## src/rtl/exception_commit.sv

```systemverilog
// Registered exception-commit stage at MEM/WB: prioritises interrupts and exceptions, captures CP0 data, runs the flush FSM.
// Optional EXC_INT_SYNC_EN: add a 2-flop synchroniser on each hw_int_i bit.
module exception_commit #(
    parameter int          NUM_HW_INT   = 6,
    parameter int          FLUSH_CYCLES = 1,
    parameter logic [31:0] EXC_VECTOR   = 32'hBFC00380
) (
    input  logic                  clk_i,
    input  logic                  rst_i,
    input  logic                  mem_valid_i,
    input  logic                  stall_i,
    input  logic [31:0]           mem_pc_i,
    input  logic                  mem_bd_i,
    input  logic [31:0]           exception_type_i,
    input  logic                  adel_i,
    input  logic                  ades_i,
    input  logic [31:0]           bad_addr_i,
    input  logic [NUM_HW_INT-1:0] hw_int_i,
    input  logic [31:0]           cp0_status_i,
    input  logic [31:0]           cp0_cause_i,
    input  logic [31:0]           cp0_epc_i,
    output logic                  exc_valid_o,
    output logic [4:0]            exc_code_o,
    output logic [31:0]           exc_epc_o,
    output logic                  exc_bd_o,
    output logic                  exc_badvaddr_we_o,
    output logic [31:0]           exc_badvaddr_o,
    output logic                  exc_eret_o,
    output logic                  flush_o,
    output logic [31:0]           flush_pc_o,
    output logic                  int_pending_o
);
    typedef enum logic {IDLE, FLUSH} state_t;

    state_t      state_q, state_d;
    logic [1:0]  cnt_q, cnt_d;
    logic        valid_q, valid_d, eret_q, eret_d, bv_we_q, bv_we_d, bd_q, bd_d;
    logic [4:0]  code_q, code_d;
    logic [31:0] epc_q, epc_d, bv_q, bv_d, fpc_q, fpc_d;

    logic [NUM_HW_INT-1:0] hw_int;
    logic [7:0]            ip;
    logic                  hit, is_eret, need_bv, commit;
    logic [4:0]            code;
    logic [31:0]           bv;

`ifdef EXC_INT_SYNC_EN
    logic [NUM_HW_INT-1:0] sync1_q, sync2_q;
    always_ff @(posedge clk_i or posedge rst_i) begin
        if (rst_i) begin
            sync1_q <= '0;
            sync2_q <= '0;
        end else begin
            sync1_q <= hw_int_i;
            sync2_q <= sync1_q;
        end
    end
    assign hw_int = sync2_q;
`else
    assign hw_int = hw_int_i;
`endif

    always_comb begin
        ip                    = '0;
        ip[1:0]               = cp0_cause_i[9:8];
        ip[2 +: NUM_HW_INT]   = hw_int;
    end

    assign int_pending_o = (|(ip & cp0_status_i[15:8])) & cp0_status_i[0] & ~cp0_status_i[1];

    // Fixed priority decode; an interrupt preempts whatever the instruction raised.
    always_comb begin
        hit     = 1'b1;
        is_eret = 1'b0;
        need_bv = 1'b0;
        code    = 5'h00;
        bv      = bad_addr_i;
        if (int_pending_o)            code = 5'h00;
        else if (exception_type_i[14]) begin code = 5'h04; need_bv = 1'b1; bv = mem_pc_i; end
        else if (adel_i)               begin code = 5'h04; need_bv = 1'b1; end
        else if (ades_i)               begin code = 5'h05; need_bv = 1'b1; end
        else if (exception_type_i[8])  code = 5'h08;
        else if (exception_type_i[9])  code = 5'h0a;
        else if (exception_type_i[13]) code = 5'h09;
        else if (exception_type_i[11]) code = 5'h0c;
        else if (exception_type_i[10]) code = 5'h0d;
        else if (exception_type_i[12]) is_eret = 1'b1;
        else                           hit = 1'b0;
    end

    assign commit = (state_q == IDLE) & mem_valid_i & ~stall_i & hit;

    always_comb begin
        state_d = state_q;
        cnt_d   = cnt_q;
        valid_d = commit & ~is_eret;
        eret_d  = commit & is_eret;
        bv_we_d = commit & need_bv;
        code_d  = code_q;
        epc_d   = epc_q;
        bd_d    = bd_q;
        bv_d    = bv_q;
        fpc_d   = fpc_q;
        case (state_q)
            IDLE: if (commit) begin
                state_d = FLUSH;
                cnt_d   = 2'(FLUSH_CYCLES - 1);
                fpc_d   = is_eret ? cp0_epc_i : EXC_VECTOR;
                if (!is_eret) begin
                    code_d = code;
                    epc_d  = mem_bd_i ? mem_pc_i - 32'd4 : mem_pc_i;
                    bd_d   = mem_bd_i;
                end
                if (need_bv) bv_d = bv;
            end
            FLUSH: begin
                if (cnt_q == 2'd0) state_d = IDLE;
                else               cnt_d   = cnt_q - 2'd1;
            end
            default: state_d = IDLE;
        endcase
    end

    always_ff @(posedge clk_i or posedge rst_i) begin
        if (rst_i) begin
            state_q <= IDLE;
            cnt_q   <= '0;
            valid_q <= 1'b0;
            eret_q  <= 1'b0;
            bv_we_q <= 1'b0;
            code_q  <= '0;
            epc_q   <= '0;
            bd_q    <= 1'b0;
            bv_q    <= '0;
            fpc_q   <= '0;
        end else begin
            state_q <= state_d;
            cnt_q   <= cnt_d;
            valid_q <= valid_d;
            eret_q  <= eret_d;
            bv_we_q <= bv_we_d;
            code_q  <= code_d;
            epc_q   <= epc_d;
            bd_q    <= bd_d;
            bv_q    <= bv_d;
            fpc_q   <= fpc_d;
        end
    end

    // Decoded from the state register so reset drops the flush asynchronously.
    assign flush_o           = (state_q == FLUSH);
    assign exc_valid_o       = valid_q;
    assign exc_eret_o        = eret_q;
    assign exc_badvaddr_we_o = bv_we_q;
    assign exc_code_o        = code_q;
    assign exc_epc_o         = epc_q;
    assign exc_bd_o          = bd_q;
    assign exc_badvaddr_o    = bv_q;
    assign flush_pc_o        = fpc_q;

    logic unused_bits;
    assign unused_bits = ^{cp0_status_i[31:16], cp0_status_i[7:2], cp0_cause_i[31:10],
                           cp0_cause_i[7:0], exception_type_i[31:15], exception_type_i[7:0]};
endmodule
```

## config.mk

```make
export PLATFORM = sky130hd
export DESIGN_NAME = exception_commit
export DESIGN_NICKNAME = d
export VERILOG_FILES = /design/src/rtl/exception_commit.sv
export SDC_FILE = /design/constraint.sdc
export NUM_CORES = 1
export LEC_CHECK = 0
export ABC_AREA = 1
export BUFFER_PORTS_ARGS = -buffer_cell sky130_fd_sc_hd__buf_2
export CAP_MARGIN = 10
export CORE_UTILIZATION = 35
export DETAILED_ROUTE_END_ITERATION = 6
export GPL_ROUTABILITY_DRIVEN = 0
export GPL_TIMING_DRIVEN = 0
export PLACE_DENSITY = 0.69
export SYNTH_ARGS = -nofsm -noshare
export SYNTH_HDL_FRONTEND = slang
export SYNTH_SLANG_ARGS = --single-unit
```

## constraint.sdc

```tcl
create_clock -name clk_i -period 6.4 [get_ports clk_i]
set_input_delay 1.28 -clock clk_i [delete_from_list [all_inputs] [get_ports clk_i]]
set_output_delay 1.28 -clock clk_i [all_outputs]
set_load 0.005 [all_outputs]
```

==> impl_metrics.ini <==
[status]
status = complete, no violations

[placed_design]
dp_hpwl_um = 14200
port_buffers = 232

[logic_synthesis]
synth_flop_cell = dfrtp_1
yosysMostFrequentCell = nand2_1
ys_seq_area_frac = 0.475
yosysWarningCount = 0
synth_area_leader_cell = dfrtp_1
syn_nets = 958
yosysUniqueCellTypes = 27
yosys_register_bits = 107
synthTopCellsByArea = dfrtp_1 (47%), nand2_1 (21%), nor2_1 (5.4%), o21ai_2 (4.0%), o21ai_0 (3.5%)
synth.top_cell.area_share = 0.475
synth_common_cells = nand2_1 (313), dfrtp_1 (107), nor2_1 (81), inv_1 (51), o21ai_0 (39)
syn_area_per_cell_sq_um = 7.51
syn_inst = 751
async_reset_ff_frac = 1.00
syn_area_sq_um = 5640
synth-edff-count = 0

[cells_and_area]
area_growth_pct = 31.1
nets = 1202
fillCellCount = 1590
final_layout_size_suffix_gt1_frac = 0.327

[min_path]
hold_class = flop to flop
min_from = exc_badvaddr_o[3]
hold_end = exc_badvaddr_o[3]
min_path_cells = 2

[die]
dieHeight_um = 129
row_count = 46
num_io_pins = 312
fp.coreArea_sq_um = 15800
dieArea_sq_um = 16600
die_w_um = 129
initial_core_util = 0.356

[sta]
post-route-period-util = 0.586
fin_skew_ns = 0.00870
tightestPinTransition_ns = 0.748
min_period_ns = 3.75
hold_violations = 0
fin_tns_setup_ns = 0
max_clock_freq_mhz = 267
rsz0062_at_grt = false
max_slew_margin = 0.501
setup_violations = 0
hold_slack_ns = 0.474
drv_slew = 0

[pwr]
p_leak_uw = 0.00417
max-vdd-ir-drop_v = 0.000156
cellPowerDensity_nw_per_um2 = 291

[worst_setup_path]
r2r_start = flush_o
worstSetupEndpointType = output pin
path_max_fanout = 10
worstSetupStartpointType = input port
slowest_delay_ns = 0.47
r2r_slack_ns = 4.66
path_common_cell = nand2_1
reg2reg_to = exc_badvaddr_o[20]
worstRegToRegCells = 8
cp_slowest_cell = clkbuf_1
cp.arrival_ns = 2.47
cp_cell_sequence = buf_2 > nand2_1 > nand2_1 > nor2_1 > nand2_1 > nand2_2 > clkbuf_1 > inv_1 > buf_2
critPathKind = input port to output pin
cp_data_required_time_ns = 5.12
crit_start = hw_int_i[1]

[detailed_routing]
first_pass_iters = 5
viasPerCell = 4.59
drt-initial-drc-count = 240
drc_errors = 0
post_drt_wl_per_cell_um = 14.5
final_antenna_net_count = 0
vias = 5589
drt_wl_total_um = 17600

[cts]
cts_tree = yes
numCtsBuffers = 9
postCtsSetupRepairBufs = 0
cts-root-buf = clkbuf_16
clk_path_buf_depth = 2
clkTransAtPathRegs_ns = 0.07
postCtsHoldBufs = 0
htreeDepth = 3
clock_sinks = 107
worstSkewPairLatency_ns = 0.36
cts_resized = 0

[global_routing]
grt.overflow.total = 0
grt_pass1_vias = 5021
grt_pass1_wl_um = 26600
antenna_found_initial = 2
grt_max_degree = 59
track_usage = 0.214

[job]
drv_cap = 0
through the flow:
stage	total power, uW	worst slack [ns]	utilization	std cells	area [sq um]
4_1_cts	2180	2.61	0.467	1216	7390
2_1_floorplan	1300	2.30	-	751	5640
3_5_place_dp	1630	2.61	0.449	1200	7100
5_1_grt	2310	2.52	0.467	1216	7390
3_3_place_gp	1620	0.991	0.447	1199	7070
6_report	2150	2.65	0.467	1218	7390
power by group:
part           switching, uW  internal, uW
Clock                    262           278
Combinational            347           295
Sequential               108           862
layout by cell type, fill, tap and decap left out, types with 16 or more instances in the layout:
| cell | count |
|---|---|
| o21ai_0 | 39 |
| dfrtp_1 | 107 |
| nor2_1 | 81 |
| nand3_1 | 27 |
| o21ai_1 | 20 |
| o21ai_2 | 26 |
| inv_1 | 50 |
| nand2_2 | 20 |
| buf_2 | 240 |
| nand2_1 | 313 |
| xor2_1 | 16 |
flip-flops by register name, summed over array words and instances, names as in the netlist:
register           flops
exc_epc_o             32
exc_valid_o            1
cnt_q                  2
exc_eret_o             1
flush_pc_o            32
exc_badvaddr_we_o      1
exc_code_o             4
exc_badvaddr_o        32
flush_o                1
exc_bd_o               1
per-layer routing:
metal  vias to the layer above  wire length, um  GRT usage
met5                         -               11          0
met4                         2              546     0.0941
met3                        33             1410     0.0615
met2                       216             8030      0.343
met1                      2508             7640      0.268
li1                       2830                -          -
worst max path at each step:
stage / to / slack (ns) / depth (start not counted)
after global placement: exc_badvaddr_o[31] / 0.99 / 2
after detailed placement: int_pending_o / 2.61 / 9
after CTS: int_pending_o / 2.61 / 9
final: int_pending_o / 2.65 / 9
after global routing: int_pending_o / 2.52 / 9
after floorplan: cnt_q[0] / 2.30 / 1
critical path: cells and delay by family:
family	cells	cell delay (ns)
buffers and inverters	4	0.78
and+or+nand+nor	5	0.40
logic make-up after synthesis:
kind of cell,Yosys count,synth area share
compound gates,85,0.0927
xor+xnor,16,0.0248
fa+ha+maj,2,0.00444
buf+inv,84,0.0734
flops,107,0.475
other cells,1,0.000665
simple gates,456,0.329
final cells by class:
cell class,count,area (sq um),area share
plain buffers,31,215,0.0291
clock buffers,10,239,0.0323
multi-input cells,560,2550,0.345
repair buffers,233,1190,0.161
well taps,216,270,0.0366
diodes,2,5.00,0.000677
clock inverters,6,47.5,0.00643
inverters,53,201,0.0273
flip-flops and latches,107,2680,0.362
Note: power is estimated with default switching activity, not from simulation.
